`config.mk`:
```
export PLATFORM = sky130hd
export DESIGN_NAME = count_scheduler
export DESIGN_NICKNAME = d
export VERILOG_FILES = /design/src/rtl/count_sched_pkg.sv /design/src/rtl/sync_up_counter.sv /design/src/rtl/count_scheduler.sv
export SDC_FILE = /design/constraint.sdc
export NUM_CORES = 1
export LEC_CHECK = 0
export ABC_AREA = 0
export BUFFER_PORTS_ARGS = -buffer_cell sky130_fd_sc_hd__buf_2
export CAP_MARGIN = 15
export CORE_UTILIZATION = 46
export CTS_BUF_LIST = sky130_fd_sc_hd__clkbuf_4
export DETAILED_ROUTE_END_ITERATION = 8
export PLACE_DENSITY = 0.71
export SYNTH_ARGS = -nofsm -noshare
export SYNTH_HDL_FRONTEND = slang
export SYNTH_SLANG_ARGS = --single-unit
```
`constraint.sdc`:
```
create_clock -name clk -period 3 [get_ports clk]
set_input_delay 0.15 -clock clk [delete_from_list [all_inputs] [get_ports clk]]
set_output_delay 0.15 -clock clk [all_outputs]
set_load 0.02 [all_outputs]
```
`src/rtl/count_sched_pkg.sv`:
```
// Shared types, defaults and round-robin pick for the counter scheduler.
package count_sched_pkg;

  localparam int NREQ_DEF = 4;
  localparam int CW_DEF   = 4;

  typedef enum logic [0:0] {
    ST_IDLE = 1'b0,
    ST_RUN  = 1'b1
  } sched_state_e;

  // First set bit of req searching upward from last+1, wrapping at nreq (nreq <= 8).
  function automatic logic [2:0] rr_pick(input logic [7:0] req, input logic [2:0] last,
                                         input int nreq);
    logic [2:0] win;
    logic       found;
    int         idx;
    win   = 3'd0;
    found = 1'b0;
    for (int i = 1; i <= 8; i++) begin
      idx = int'(last) + i;
      if (idx >= nreq) begin
        idx = idx - nreq;
      end else begin
        idx = idx;
      end
      if ((i <= nreq) && !found && req[idx[2:0]]) begin
        win   = idx[2:0];
        found = 1'b1;
      end else begin
        win   = win;
        found = found;
      end
    end
    return win;
  endfunction

endpackage

```
`src/rtl/sync_up_counter.sv`:
```
// CW-bit up-counter with synchronous clear taking priority over enable.
module sync_up_counter #(
  parameter int CW = 4
) (
  input  logic          clk,
  input  logic          reset,
  input  logic          clr,
  input  logic          en,
  output logic [CW-1:0] q
);

  logic [CW-1:0] q_q;

  // Count register: clear wins, otherwise increment when enabled.
  always_ff @(posedge clk or posedge reset) begin
    if (reset) begin
      q_q <= '0;
    end else if (clr) begin
      q_q <= '0;
    end else if (en) begin
      q_q <= q_q + CW'(1);
    end else begin
      q_q <= q_q;
    end
  end

  assign q = q_q;

endmodule

```
`src/rtl/count_scheduler.sv`:
```
// Round-robin owner of a single shared up-counter; runs 0..len for the
// granted requester, then pulses done to it.
module count_scheduler
  import count_sched_pkg::*;
#(
  parameter int NREQ = NREQ_DEF,
  parameter int CW   = CW_DEF
) (
  input  logic               clk,
  input  logic               reset,
  input  logic [NREQ-1:0]    req,
  input  logic [NREQ*CW-1:0] len,
  output logic [NREQ-1:0]    grant,
  output logic [NREQ-1:0]    done,
  output logic [CW-1:0]      count,
  output logic               busy
);

  localparam int LW = (NREQ > 1) ? $clog2(NREQ) : 1;

  sched_state_e    state_q;
  logic [NREQ-1:0] grant_q;
  logic [NREQ-1:0] done_q;
  logic            busy_q;
  logic [LW-1:0]   last_q;
  logic [CW-1:0]   len_q;

  logic            any_req_s;
  logic [2:0]      winner_s;
  logic [NREQ-1:0] onehot_s;
  logic [CW-1:0]   len_sel_s;
  logic [CW-1:0]   count_s;
  logic            tc_s;
  logic            clr_s;
  logic            en_s;

  // Arbitration and counter control derived from the registered state.
  always_comb begin
    any_req_s = |req;
    winner_s  = rr_pick(8'(req), 3'(last_q), NREQ);
    onehot_s  = {{(NREQ-1){1'b0}}, 1'b1} << winner_s;
    len_sel_s = len[int'(winner_s)*CW +: CW];
    tc_s      = (count_s == len_q);
    if (state_q == ST_RUN) begin
      clr_s = tc_s;
      en_s  = !tc_s;
    end else begin
      clr_s = any_req_s;
      en_s  = 1'b0;
    end
  end

  // Two-state scheduler FSM with registered grant/done/busy.
  always_ff @(posedge clk or posedge reset) begin
    if (reset) begin
      state_q <= ST_IDLE;
      grant_q <= '0;
      done_q  <= '0;
      busy_q  <= 1'b0;
      last_q  <= LW'(NREQ - 1);
      len_q   <= '0;
    end else begin
      case (state_q)
        ST_IDLE: begin
          done_q <= '0;
          if (any_req_s) begin
            grant_q <= onehot_s;
            busy_q  <= 1'b1;
            len_q   <= len_sel_s;
            last_q  <= LW'(winner_s);
            state_q <= ST_RUN;
          end else begin
            state_q <= ST_IDLE;
          end
        end
        ST_RUN: begin
          if (tc_s) begin
            done_q  <= grant_q;
            grant_q <= '0;
            busy_q  <= 1'b0;
            state_q <= ST_IDLE;
          end else begin
            state_q <= ST_RUN;
          end
        end
        default: begin
          state_q <= ST_IDLE;
          grant_q <= '0;
          done_q  <= '0;
          busy_q  <= 1'b0;
        end
      endcase
    end
  end

  sync_up_counter #(.CW(CW)) u_counter (
    .clk   (clk),
    .reset (reset),
    .clr   (clr_s),
    .en    (en_s),
    .q     (count_s)
  );

  assign grant = grant_q;
  assign done  = done_q;
  assign count = count_s;
  assign busy  = busy_q;

endmodule

```
Word level (Yosys, flattened, before mapping)
Index checks and enable logic that the tools add are counted.
{"block": "totals", "ff_bits": 20, "input_bits": 22, "output_inout_bits": 13, "wordCells": 75}
{"block": "classes", "addsub": 9, "order_cmp": 8, "n_eq_ne": 3, "shift": 2, "muxes": 34, "bitwise_logic": 1, "n_reduce_logical": 11}
{"cell": "two-way mux 3 bit", "count": 8}
{"cell": "two-way mux 4 bit", "count": 5}
{"cell": "< comparator 3 x 4 -> 1 bit, second input constant", "count": 4}
{"cell": "one-hot mux 4 bit (2 select lines)", "count": 2}
{"cell": "indexed part select 16 x 6 -> 4 bit", "count": 1}
{"cell": "two-way mux 1 bit", "count": 13}
{"cell": "binary-select mux 1 bit (select 3 bit)", "count": 4}
{"cell": "subtractor 3 bit, second input constant", "count": 4}
{"cell": "greater-or-equal comparator 3 bit, second input constant", "count": 3}
{"cell": "adder 2 x 2 -> 3 bit, second input constant", "count": 2}
{"cell": "adder 2 x 3 -> 4 bit, second input constant", "count": 1}
{"cell": "adder 4 x 1 -> 4 bit, second input constant", "count": 1}
{"cell": "equality test 4 bit", "count": 1}
{"cell": "greater-or-equal comparator 4 x 3 -> 1 bit, second input constant", "count": 1}
{"cell": "zero test 1 bit", "count": 4}
{"cell": "one-hot mux 1 bit (2 select lines)", "count": 2}
{"cell": "AND reduction 2 bit", "count": 2}
{"cell": "OR reduction 4 bit", "count": 1}
{"cell": "<< shifter 1 x 3 -> 4 bit, first input constant", "count": 1}
{"cell": "adder 2 x 1 -> 3 bit, second input constant", "count": 1}
{"cell": "logical AND 1 bit", "count": 3}
{"cell": "inequality test 2 x 1 -> 1 bit, second input constant", "count": 1}
{"cell": "inequality test 2 bit, second input constant", "count": 1}
{"cell": "nonzero test 2 bit", "count": 1}
{"cell": "inverter 1 bit", "count": 1}

Depth between registers and ports, before layout
{"block": "depth", "word_depth": 18, "depth_mapped": 10, "depth_no_buf": 8}

Modules after synthesis
A second synthesis with hierarchy kept.
{"block": "unflattened", "cells_unflattened": 130, "hier_area_um2": 1276.2}
{"mod": "count_scheduler", "instances": 1, "cells_per_inst": 113, "area_each_um2": 1079.8, "seq_area_each_um2": 402.9}
{"mod": "sync_up_counter", "instances": 1, "cells_per_inst": 17, "area_each_um2": 196.4, "seq_area_each_um2": 100.1}

Worst setup path before layout
Ideal clock, no wire load.
{"block": "synth_timing", "path_type": "register to register", "from": "reg last_q[0]", "to": "reg len_q[0]", "setup_ns": 0.134, "t_arrival_ns": 2.915, "t_required_ns": 2.866, "setup_slack_ns": -0.050, "path_stages_with_launch": 11, "path_buffers": 2, "period_less_slack_ns": 3.050, "path_cell_list": "dfstp_2 buf_2 clkinv_1 ha_1 buf_6 mux4_2 a22o_2 a21o_1 xnor2_1 a211oi_1 a211oi_2"}
{"block": "synth_via", "elab_chain_cells": 16, "elab_cells_between_ends": 38, "cone_classes": "add/sub: 8; order compare: 4; shift: 1; mux: 19; reduce/logical: 6"}
{"item": "start: declaration", "line": "count_scheduler.sv:25", "source": "logic [LW-1:0] last_q;"}
{"item": "start signal: assignment", "line": "count_scheduler.sv:60", "source": "last_q <= LW'(NREQ - 1);"}
{"item": "start signal: assignment", "line": "count_scheduler.sv:70", "source": "last_q <= LW'(winner_s);"}
{"item": "adder 2 x 1 -> 3 bit", "line": "count_sched_pkg.sv:21", "source": "idx = int'(last) + i;"}
{"item": "subtractor 3 bit / greater-or-equal comparator 3 bit (equally long branches)", "line": "count_sched_pkg.sv:23, count_sched_pkg.sv:22"}
{"item": "two-way mux 3 bit", "line": "count_sched_pkg.sv:22", "source": "if (idx >= nreq) begin"}
{"item": "binary-select mux 1 bit (select 3 bit)", "line": "count_sched_pkg.sv:27", "source": "if ((i <= nreq) && !found && req[idx[2:0]]) begin"}
{"item": "two-way mux 1 bit (implied by the code)", "line": "count_sched_pkg.sv:27"}
{"item": "two-way mux 1 bit", "line": "count_sched_pkg.sv:27"}
{"item": "zero test 1 bit", "line": "count_sched_pkg.sv:27"}
{"item": "logical AND 1 bit", "line": "count_sched_pkg.sv:27"}
{"item": "two-way mux 1 bit", "line": "count_sched_pkg.sv:27"}
{"item": "zero test 1 bit", "line": "count_sched_pkg.sv:27"}
{"item": "logical AND 1 bit", "line": "count_sched_pkg.sv:27"}
{"item": "two-way mux 1 bit", "line": "count_sched_pkg.sv:27"}
{"item": "zero test 1 bit", "line": "count_sched_pkg.sv:27"}
{"item": "logical AND 1 bit", "line": "count_sched_pkg.sv:27"}
{"item": "two-way mux 3 bit (*)", "line": "count_sched_pkg.sv:27"}
{"item": "indexed part select 16 x 6 -> 4 bit (*)", "line": "count_scheduler.sv:42", "source": "len_sel_s = len[int'(winner_s)*CW +: CW];"}
{"item": "end signal: assignment", "line": "count_scheduler.sv:69", "source": "len_q <= len_sel_s;"}
{"item": "end: declaration", "line": "count_scheduler.sv:26", "source": "logic [CW-1:0] len_q;"}
Mark *: on every way between the ends. The rest lies on a longest branch, timed or not. The select of a mux whose other input is x is not followed.
A chain may end at the register's enable or synchronous reset.

Final worst setup path
Ends and elaborated chain as after synthesis.

==> flow_summary.ini <==
[yosys]
yosysSeqAreaShare_pct = 36.88
synthMostInstantiatedCell = dfrtp_1
yosysWarningCount = 0
synth_edf_count = 0
async_flop_share_pct = 100.0
synth.avg_cell_area_um2 = 9.883
synth_common_cells = dfrtp_1 (18), nand2_1 (14), mux2i_1 (9), o21ai_0 (8)
synth_area_leaders = dfrtp_1 (33%), mux2i_1 (6.6%), mux2_2 (4.1%)
yosys.area.top_type = dfrtp_1
synth_cells = 138
synth_fp_nets = 164
ys_ff_latch = 20
synth_ff_type = dfrtp_1
synth_cell_types = 43
synth.top_cell.area_share_pct = 33.03
syn-cell-area_um2 = 1364

[setup_path]
endpoint_kind = flop
required_ns = 3.20
cp_data_arrival_time_ns = 3.03
critPathKind = flop to flop
r2r_slack_ns = 0.17
path_max_fanout = 8
rr_worst_depth = 8
r2r_start = last_q[0]$_DFFE_PP1P_
worst_r2r_endpoint = len_q[0]$_DFFE_PP0P_
critPathLaunchType = flop

[cells_and_area]
fin_area_um2 = 1605
antenna_cells = 0
layout.nets = 202
stdcell_count = 206
syn_to_final_growth_pct = 17.71
layout-drive-gt1-share_pct = 33.14
fin_util_pct = 57.71

[sta]
period_minus_slack_ns = 2.833
tightest_slew_ns = 0.7421
clock.fmax_mhz = 352.9
min_period_over_period_pct = 94.44
finalClockSkew_ns = 0.009388
finalSetupViolCount = 0
setup_tns_ns = 0
maxSlewViolCount = 0
hold_violations = 0
rsz0062_at_grt = no
relSlewSlack_pct = 50.47

[min_path]
hold_class = input port to flop
min_path_cells = 3
min_to = len_q[1]$_DFFE_PP0P_
worstHoldStart = len[5]

[global_route]
grt_max_degree = 21
grt_pass1_vias = 1171
grt_first_pass_wirelength_mm = 5.492
antenna_found_initial = 0
track_usage_pct = 21.88
gr-total-overflow = 0

[drt]
firstDrtPassIters = 5
dr.first_iter.drc_count = 51
detail-route-antenna-nets = 0
drcViolationCount = 0
via_count = 1232
routed_wl_mm = 3.116
viasPerCell = 5.981
wl_per_cell_um = 15.13

[job]
cap_violations = 0

[floorplanning]
die-area_um2 = 3187
die_h_um = 56.45
std_cell_rows = 19
start_util_pct = 49.03
core_area_um2 = 2781
io_pins = 35
fp.dieW_um = 56.45

[clock_tree]
htreeDepth = 1
cts-root-buf = clkbuf_4
clockBufferDepth = 2
clk_latency_ns = 0.31
tritoncts = done
clk_pin_slew_ns = 0.12
post_cts_buffers = 0
cts_buffers = 3
cts.sinks = 20

[place]
gp_congestion = 0.8823
hpwl_mm = 2.440
io_buffers = 34
placed_area_um2 = 1569
dp_cells = 201

[outcome]
status = finished, final reports clean

[power_and_ir_drop]
vdd_drop_max_v = 0.0006988
p_leak_nw = 0.7992
power_density_nw_per_um2 = 1144
==> placed cells by master, fill, tap and decap left out, types with 2 or more instances in the layout <==
master,instances
mux2_2,5
a21oi_1,3
a22o_1,2
o21ai_0,7
a211o_1,2
and2_1,2
xnor2_1,5
a22oi_1,2
nor2_1,7
a32oi_1,3
o211ai_1,3
a32o_1,2
clkbuf_4,3
nand2_1,14
buf_4,3
buf_2,34
a211oi_1,3
ha_1,4
dfstp_2,2
nand3_1,4
a21o_1,4
inv_1,7
dfrtp_1,18
nor2b_1,5
and2b_2,2
mux2i_1,9
==> repair_timing <==
item,in CTS,in global routing
setup endpoints to repair,0,1
hold buffers,1,0
endpoints found under the hold margin,18,0
gates resized for setup,0,1
==> report_power, final <==
part / internal [mW] / total (mW) / switching, mW
logic: 0.536 / 1.19 / 0.650
clock network: 0.0486 / 0.135 / 0.0863
registers: 0.396 / 0.515 / 0.120
total: 0.981 / 1.84 / 0.856
==> critical path: stages, from the launching register on <==
cell      delay, ns
dfstp_2        0.56
clkinv_2       0.13
ha_1           0.36
mux4_2         0.54
and2_4         0.18
a21o_1         0.21
a22oi_4        0.37
mux2i_1        0.28
a211oi_2       0.09
==> state kept, by name, summed over array words and instances (netlist names) <==
| register | count |
|---|---|
| busy | 1 |
| done | 4 |
| last_q | 2 |
| state_q | 1 |
| len_q | 4 |
| grant | 4 |
| u_counter.q | 4 |
==> metrics by stage <==
stage	setup WS, ns	total power, mW	hold slack, ns
after floorplan	0.07302	1.434	0.1123
after global placement	0.2536	1.660	0.3037
after detailed placement	0.1567	1.708	0.3154
after CTS	0.1612	1.839	0.1650
after global routing	0.01519	1.991	0.1555
final	0.1667	1.837	0.1696
==> cell families (layout without fill, tap and decap cells) <==
logic type	Yosys count	after routing	share of synthesized area, %
xor+xnor	6	6	3.853
fa+ha+maj	4	4	3.670
simple gates	41	41	15.23
flops	20	20	36.88
mux	16	16	14.31
buf+inv	13	50	4.220
compound gates	38	38	21.84
==> worst max-delay path by stage <==
stage,start,end,slack [ns],cells after the start
floorplan,last_q[0]$_DFFE_PP1P_,len_q[0]$_DFFE_PP0P_,0.07,10
global placement,last_q[1]$_DFFE_PP1P_,len_q[3]$_DFFE_PP0P_,0.25,8
detailed placement,last_q[0]$_DFFE_PP1P_,len_q[0]$_DFFE_PP0P_,0.16,8
CTS,last_q[0]$_DFFE_PP1P_,len_q[3]$_DFFE_PP0P_,0.16,8
global route,last_q[1]$_DFFE_PP1P_,len_q[3]$_DFFE_PP0P_,0.02,8
finish,last_q[0]$_DFFE_PP1P_,len_q[0]$_DFFE_PP0P_,0.17,8
==> final cells by class <==
cell class              instances  area, um^2
multi-input cells             105       803.3
clock buffers                   3       22.52
fillers                       246        1176
well taps                      31       38.79
clock inverters                 1       3.754
repair buffers                 38       202.7
flip-flops and latches         20       503.0
inverters                       8       31.28
==> metal layers <==
| layer | share of wire [%] | GRT usage [%] | vias to the layer above |
|---|---|---|---|
| li1 | - | - | 582 |
| met1 | 47 | 30.47 | 608 |
| met2 | 47 | 34.12 | 34 |
| met3 | 3.5 | 3.456 | 8 |
| met4 | 2.2 | 8.362 | 0 |
| met5 | 0 | 0 | - |
Note: power is estimated with default switching activity, not from simulation.
